$ cat src/rtl/stage_memory.sv
// Memory stage of the pipeline: M latch, data-memory handshake with ack-wait stall, W latch.
// Optional MEM_TIMEOUT_EN adds a wait counter that aborts an unacknowledged access with a bus error.
module stage_memory #(
  parameter int unsigned ADDR_W  = 12,
  parameter int unsigned TIMEOUT = 16
) (
  input  logic              clock,
  input  logic              reset,
  input  logic              x_valid,
  input  logic [31:0]       x_insn,
  input  logic [31:0]       x_o,
  input  logic [31:0]       x_b,
  input  logic              x_exception,
  output logic              m_stall,
  output logic              dmem_req,
  output logic              dmem_we,
  output logic [ADDR_W-1:0] dmem_addr,
  output logic [31:0]       dmem_wdata,
  input  logic              dmem_ack,
  input  logic [31:0]       dmem_rdata,
  output logic [31:0]       w_insn,
  output logic [31:0]       w_o,
  output logic [31:0]       w_d,
  output logic              w_exception,
  output logic              w_valid
);

  localparam logic [4:0]  OP_LW   = 5'b01000;
  localparam logic [4:0]  OP_SW   = 5'b00111;
  localparam logic [31:0] BUS_ERR = 32'd6;

  typedef enum logic {IDLE, WAIT} state_t;

  state_t      state, state_next;
  logic        m_valid, m_exc;
  logic [31:0] m_insn, m_o, m_b;
  logic        is_lw, is_sw, is_mem, timeout, complete;

  // M latch: frozen while the access is waiting for ack
  always_ff @(posedge clock or posedge reset) begin
    if (reset) begin
      m_valid <= 1'b0;
      m_insn  <= '0;
      m_o     <= '0;
      m_b     <= '0;
      m_exc   <= 1'b0;
    end else if (!m_stall) begin
      m_valid <= x_valid;
      m_insn  <= x_insn;
      m_o     <= x_o;
      m_b     <= x_b;
      m_exc   <= x_exception;
    end
  end

  assign is_lw      = m_valid & (m_insn[31:27] == OP_LW);
  assign is_sw      = m_valid & (m_insn[31:27] == OP_SW);
  assign is_mem     = is_lw | is_sw;
  assign dmem_req   = is_mem;
  assign dmem_we    = is_mem & is_sw;
  assign dmem_addr  = m_o[ADDR_W-1:0];
  assign dmem_wdata = m_b;
  assign m_stall    = is_mem & ~dmem_ack & ~timeout;
  assign complete   = m_valid & ~m_stall;

`ifdef MEM_TIMEOUT_EN
  localparam int unsigned CNT_W = $clog2(TIMEOUT + 1);
  logic [CNT_W-1:0] wait_cnt;

  // timeout fires on the TIMEOUT-th request cycle still lacking an ack
  assign timeout = is_mem & ~dmem_ack &
                   ((state == WAIT) ? (32'(wait_cnt) + 32'd2 == 32'(TIMEOUT))
                                    : (32'(TIMEOUT) == 32'd1));

  always_ff @(posedge clock or posedge reset) begin
    if (reset)                                   wait_cnt <= '0;
    else if (state == WAIT && state_next == WAIT) wait_cnt <= wait_cnt + CNT_W'(1);
    else                                         wait_cnt <= '0;
  end
`else
  logic [31:0] unused_timeout;
  assign unused_timeout = 32'(TIMEOUT);
  assign timeout        = 1'b0;
`endif

  always_ff @(posedge clock or posedge reset) begin
    if (reset) state <= IDLE;
    else       state <= state_next;
  end

  always_comb begin
    state_next = state;
    case (state)
      IDLE:    if (dmem_req & ~dmem_ack & ~timeout) state_next = WAIT;
      WAIT:    if (dmem_ack | timeout)              state_next = IDLE;
      default: state_next = IDLE;
    endcase
    if (complete) state_next = IDLE;
  end

  // W latch: completed instruction, or a bubble when M stalls or is empty
  always_ff @(posedge clock or posedge reset) begin
    if (reset) begin
      w_valid     <= 1'b0;
      w_insn      <= '0;
      w_o         <= '0;
      w_d         <= '0;
      w_exception <= 1'b0;
    end else if (complete) begin
      w_valid     <= 1'b1;
      w_insn      <= m_insn;
      w_o         <= timeout ? BUS_ERR : m_o;
      w_d         <= timeout ? BUS_ERR : (is_lw ? dmem_rdata : 32'd0);
      w_exception <= timeout | m_exc;
    end else begin
      w_valid     <= 1'b0;
      w_insn      <= '0;
      w_o         <= '0;
      w_d         <= '0;
      w_exception <= 1'b0;
    end
  end

endmodule

$ cat config.mk
export PLATFORM = sky130hd
export DESIGN_NAME = stage_memory
export DESIGN_NICKNAME = d
export VERILOG_FILES = /design/src/rtl/stage_memory.sv
export SDC_FILE = /design/constraint.sdc
export NUM_CORES = 1
export LEC_CHECK = 0
export ABC_AREA = 1
export CAP_MARGIN = 20
export CORE_MARGIN = 2
export CORE_UTILIZATION = 47
export DETAILED_ROUTE_END_ITERATION = 8
export PLACE_DENSITY = 0.85
export SLEW_MARGIN = 5
export SYNTH_ARGS = -nofsm -noshare
export SYNTH_HDL_FRONTEND = slang
export SYNTH_SLANG_ARGS = --single-unit
export TNS_END_PERCENT = 5
$ cat constraint.sdc
create_clock -name clock -period 8.85 [get_ports clock]
set_clock_uncertainty 0.05 [all_clocks]
set_input_delay 0.885 -clock clock [delete_from_list [all_inputs] [get_ports clock]]
set_output_delay 0.885 -clock clock [all_outputs]
set_load 0.05 [all_outputs]
==> summary.txt, run 1 <==
Max IR drop VDD: 0.0001155 V
Core Box Area: 15150 µm²
Antenna violations before repair: 0
Hold Violations, Final: 0
Mux cell area share after synthesis: 0%
Via count: 5853
Clock buffer count from CTS: 17
Port Buf Inserts: 277
Vias in the first global route: 5709
Max incr delay on CP: 0.83 ns
Post-Synth XOR/XNOR Area: 0%
Fin crit period: 4.584 ns
DRT Wirelength: 18330 µm
CP cell instances: clkdlybuf4s50_1, clkinv_2, buf_4, nand2_4, inv_1, clkdlybuf4s50_1
Hold_buf cts: 0
Synth top area cells: dfrtp_1 68%, nand2_1 10%, nand3_1 8.8%, nor2_1 5.2%, inv_1 3.7%
Setup CP Type: primary input to output pin
Clock power share: 37.8%
Postcts setup bufs: 0
Logic gate share of total power: 15.8%
Worst Hold Depth: 2
Total GRT Usage: 22.62%
Standard-cell row count: 45
Initial DRT Pass Iterations: 4
Grt total ovfl: 0
Power per cell area: 193.9 nW/µm²
Crit. End Element: output pin
Yosys cell types: 14
Internal: 1.521 mW
CTS resizes: 0
Worst path arrival time: 3.65 ns
Critical Path Stages: 6
Syn Nets: 890
Fmax: 218.2 MHz
Number of synthesized register bits: 196
Worst slew pin tran: 1.079 ns
Crit-path max FO: 95
Cell mode on critical path: clkdlybuf4s50_1
Die H: 128.3 µm
Largest net degree at the start of global routing: 115
Antenna diodes: 0
WHS: 0.4434 ns
Die Span X: 128.3 µm
Starting Density: 47.95%
Post-DP HPWL: 11700 µm
# setup viols final: 0
Setup crit start kind: primary input
Max Buffers Root-to-Sink: 2
CP max-delay cell: clkdlybuf4s50_1
Sequential area share after synthesis: 67.54%
RSZ-0062 raised after global routing: false
Post-synth top area share: 67.54%
Max Slew Vio Count: 0
Clock Pin Slew Worst Setup and Hold Paths: 0.07 ns
Sequential power share: 46.5%
Synthesis Warnings: 0
Synth Cell Area: 7262 µm²
Syn Inst Count: 757
Fin crit share: 51.79%
Post-route ant nets: 0
Switching power share of the total: 26.58%
Routed len/inst: 15.26 µm
Leakage Power: 5.259 nW
Total Negative Setup Slacks: 0 ns
Clock Sinks: 196
Sequential Area: 4905 µm²
Drt first-iter violations: 500
Post-synthesis compound-gate area fraction: 0%
Post-synthesis simple-gate area fraction: 24.50%
Dominant combinational cell family by area after synthesis: simple AND/OR/NAND/NOR gates
Fin nets: 1134
Reg2reg path depth: 8
Number of fillers in the final layout: 1080
First-pass GRT wire length: 28900 µm
Syn-to-layout area delta: 47.12%
CP top delay family: buffers and inverters
Run status: completed
Area of the multi-input gates: 1794 µm²
Layout cell share with drive strength beyond 1: 4.442%
Die Area: 16460 µm²
DR DRC count: 0
Clock network latency to the later pin of the worst-skew pair: 0.42 ns
Area leader, netlist: dfrtp_1
RePlAce Congestion: 0.7953
Root Driver: clkbuf_16
Max_cap viols: 0
Crit path required time: 7.92 ns
Hold Path Class: flip-flop to flip-flop
I/O Pins: 278
Drt via density: 4.873
Sw Pwr: 0.5506 mW
H-tree lvl count: 4
CP Buf/Inv Count: 5
Synth Area per Inst: 9.593 µm²
CTS tree: built
Adder-cell share of the synthesized area: 0%
Slew headroom: 28.07%
## final timing paths
path,start,endpoint,slack (ns)
min,m_o[22],w_o[22],0.44
max reg2reg,m_valid,w_o[20],6.12
max in group asynchronous,reset,w_insn[6],6.61
min reg2reg,m_o[22],w_o[22],0.44
max,dmem_ack,m_stall,4.27
min in group asynchronous,reset,m_insn[22],0.98
## registers in the layout, summed over array words and instances, names as in the netlist, 32 cells and up
register / count
dmem_wdata: 32
m_insn: 32
m_o: 32
w_d: 32
w_insn: 32
w_o: 32
## power by group through the flow
stage	clock [mW]	combinational [mW]	sequential, mW
after floorplan	0	0.0877	1.07
final	0.782	0.326	0.963
after detailed placement	0	0.327	0.979
after global routing	0.833	0.349	0.967
after global placement	0	0.324	0.978
after CTS	0.797	0.328	0.963
## layout by cell type, fill, tap and decap left out
cell type and instances:
nand2_1 195, buf_4 5, clkbuf_16 17, nor2_2 1, nor2_1 100, clkdlybuf4s50_1 277, inv_1 71, clkinv_4 2
inv_8 1, nand3_1 128, clkinv_2 2, and2_1 1, clkbuf_8 5, buf_16 1, nand2_4 3, clkinvlp_4 1
inv_6 3, inv_2 1, buf_8 1, dfrtp_1 196, bufinv_16 2
## Yosys cell counts
cell type,count
clkinv_1,1
nand3_1,128
buf_1,1
nand2_2,3
buf_2,15
and2_1,1
nand2_1,195
nor2_2,1
clkbuf_1,27
inv_1,72
nor2_1,100
buf_4,16
inv_2,1
dfrtp_1,196
## cells by family after synthesis
| kind of cell | count (synthesis) |
|---|---|
| simple gates | 428 |
| flops | 196 |
| buf+inv | 133 |
## layout make-up
class	count	area share, %
timing repair buffer	284	26.70
inverter	74	2.682
multi-input combinational	428	16.79
tap	188	2.202
sequential	196	45.91
clock buffer	22	4.626
clock inverter	9	1.089
## routing by layer
layer / vias to the layer above / share of wire (%) / track usage (%)
li1: 2779 / - / -
met1: 2785 / 38 / 26.86
met2: 250 / 49 / 37.77
met3: 39 / 9.6 / 8.055
met4: 0 / 2.8 / 9.114
met5: - / 0 / 0
## metrics by stage
| step | area [µm²] | utilization [%] | cells | setup slack [ns] | power, mW |
|---|---|---|---|---|---|
| final | 10680 | 70.54 | 1201 | 4.267 | 2.071 |
| after global placement | 10030 | 66.23 | 1168 | 4.261 | 1.301 |
| after CTS | 10640 | 70.26 | 1199 | 4.255 | 2.088 |
| after detailed placement | 10030 | 66.23 | 1168 | 4.258 | 1.306 |
| after global routing | 10680 | 70.54 | 1201 | 4.099 | 2.149 |
| after floorplan | 7262 | - | 757 | 2.574 | 1.163 |
## worst register-to-register path, cell delays in order (launching register included)
cell     delay, ns
dfrtp_1       0.42
inv_2         0.05
nor2_2        0.07
buf_4         0.34
nand3_1       0.21
nand2_4       0.11
nand2_4       0.23
nand2_4       0.95
nor2_1        0.14
(Power assumes the default switching activity.)
==> run 2, diff against run 1 <==
--- a/config.mk
+++ b/config.mk
@@ -8,9 +8,9 @@
 export ABC_AREA = 1
 export CAP_MARGIN = 20
 export CORE_MARGIN = 2
-export CORE_UTILIZATION = 47
+export CORE_UTILIZATION = 40
 export DETAILED_ROUTE_END_ITERATION = 8
-export PLACE_DENSITY = 0.85
+export PLACE_DENSITY = 0.77
 export SLEW_MARGIN = 5
 export SYNTH_ARGS = -nofsm -noshare
 export SYNTH_HDL_FRONTEND = slang
==> constraint.sdc (replaced) <==
create_clock -name clock -period 4.1 [get_ports clock]
set_clock_uncertainty 0.05 [all_clocks]
set_input_delay 0.41 -clock clock [delete_from_list [all_inputs] [get_ports clock]]
set_output_delay 0.41 -clock clock [all_outputs]
set_load 0.05 [all_outputs]
==> run 2 against run 1 <==
Design area rose by 0.63%; flip-flop and latch count did not move; non-clock buffer count did not move; first-iteration DRC count shrank 38%; sequential power up 120%; sequential share of layout area is 0.29 points lower; register-to-register slack worse by 4.5 ns; global-route usage fell by 2.7 points; total power increased by 120%; critical path depth down 1; count of clock-buffer cells in the layout shrank 1; largest power group unchanged.
==> summary.txt, run 2 (same netlist as run 1, synthesis figures left out) <==
Crit-path max FO: 25
CP Buf/Inv Count: 2
Final WS setup: 1.287 ns
Fin crit period: 2.813 ns
Crit path required time: 3.64 ns
Most frequent cells in the layout: 276 x clkdlybuf4s50_1, 196 x dfrtp_1, 195 x nand2_1, 128 x nand3_1, 100 x nor2_1
Max Slew Vio Count: 0
CP top delay family: buffers and inverters
Die Area: 19250 µm²
Reg2reg end: w_o[12]
RSZ-0062 raised after global routing: false
CP cell instances: inv_2, nor2_2, nand3_1, nand2_4, clkdlybuf4s50_1
H-tree lvl count: 4
Commonest non-fill, non-tap cell in the layout: clkdlybuf4s50_1
Routed len/inst: 15.26 µm
Hold_buf cts: 0
WHS: 0.4405 ns
Die H: 138.7 µm
DR DRC count: 0
Total GRT Usage: 19.87%
Max Buffers Root-to-Sink: 2
Setup crit start kind: flip-flop
I/O Pins: 278
Core Box Area: 17900 µm²
Layout cell share with drive strength beyond 1: 4.438%
Standard-cell row count: 49
Fin crit share: 68.62%
Syn-to-layout area delta: 48.05%
Leakage Power: 5.260 nW
Drt first-iter violations: 310
Grt total ovfl: 0
Antenna violations before repair: 0
Total Negative Setup Slacks: 0 ns
Fmax: 355.4 MHz
Worst path arrival time: 2.35 ns
Port Buf Inserts: 277
Antenna diodes: 0
Initial DRT Pass Iterations: 4
RePlAce Congestion: 0.7937
Root Driver: clkbuf_16
Via count: 5806
Worst Setup EP: dmem_req
Clock Sinks: 196
Drt via density: 4.671
Fin nets: 1134
Run status: completed
Clock network latency to the later pin of the worst-skew pair: 0.42 ns
Number of fillers in the final layout: 1535
# setup viols final: 0
CTS resizes: 0
Flop-to-flop setup slack: 1.65 ns
Total power: 4.490 mW
Worst slew pin tran: 1.157 ns
Reg2reg path depth: 8
CP max-delay cell: clkdlybuf4s50_1
Largest net degree at the start of global routing: 197
CTS tree: built
Slew headroom: 22.85%
Clock Pin Slew Worst Setup and Hold Paths: 0.07 ns
DRT Wirelength: 18970 µm
Hold Path Class: flip-flop to flip-flop
Max_cap viols: 0
Worst r2r src: m_valid
Die Span X: 138.7 µm
Hold Violations, Final: 0
Clock buffer count from CTS: 17
Postcts setup bufs: 0
Max incr delay on CP: 0.87 ns
Critical Path Stages: 5
Crit. End Element: output pin
Crit path from: m_valid
Starting Density: 40.56%
Setup CP Type: flip-flop to output pin
Post-route ant nets: 0
Power per cell area: 417.6 nW/µm²
Max IR drop VDD: 0.0002679 V
Vias in the first global route: 5772
First-pass GRT wire length: 30420 µm
Post-DP HPWL: 12370 µm
Dpl ws: 1.455 ns
==> run 2: tightest hold or removal path: cells and delay by family, from the launching register on <==
family / cells / cell delay (ns)
flip-flops: 1 / 0.37
buffers and inverters: 1 / 0.05
AND/OR/NAND/NOR: 1 / 0.04
==> run 2: area by class of cell <==
type                    count  area (µm²)  area share, %
repair buffers            284        2875          26.74
multi-input cells         428        1794          16.69
well taps                 229       286.5          2.665
clock buffers              21       460.4          4.283
clock inverters            11       147.6          1.373
inverters                  74       282.8          2.630
flip-flops and latches    196        4905          45.62
==> run 2: metal layers <==
metal	vias up	GRT usage, %	share of wire, %
met5	-	0	0
met4	0	5.901	1.3
met3	16	6.595	7.9
met2	216	33.92	50
met1	2786	24.19	40
li1	2788	-	-
==> run 2: where the power goes <==
| part | total, mW | switching, mW | leakage [nW] | internal [mW] |
|---|---|---|---|---|
| clock network | 1.71 | 0.711 | 0.298 | 0.997 |
| logic | 0.705 | 0.438 | 2.52 | 0.267 |
| registers | 2.08 | 0.0473 | 2.44 | 2.03 |
| total | 4.49 | 1.20 | 5.26 | 3.29 |
==> run 2: stage by stage <==
stage               utilization (%)  instances  area [µm²]
global placement              56.42       1209       10100
finish                        60.06       1243       10750
detailed placement            56.42       1209       10100
CTS                           59.82       1241       10710
floorplan                         -        757        7266
global route                  60.06       1243       10750
==> run 2: how the worst min path moves through the flow <==
stage,from,endpoint,slack (ns),cells after the start
after floorplan,m_insn[31],w_insn[31],0.41,2
after global placement,m_insn[1],w_insn[1],0.43,2
after detailed placement,m_o[17],w_o[17],0.43,2
after CTS,m_o[28],w_o[28],0.44,2
after global routing,m_o[25],w_o[25],0.45,2
final,m_insn[9],w_insn[9],0.44,2
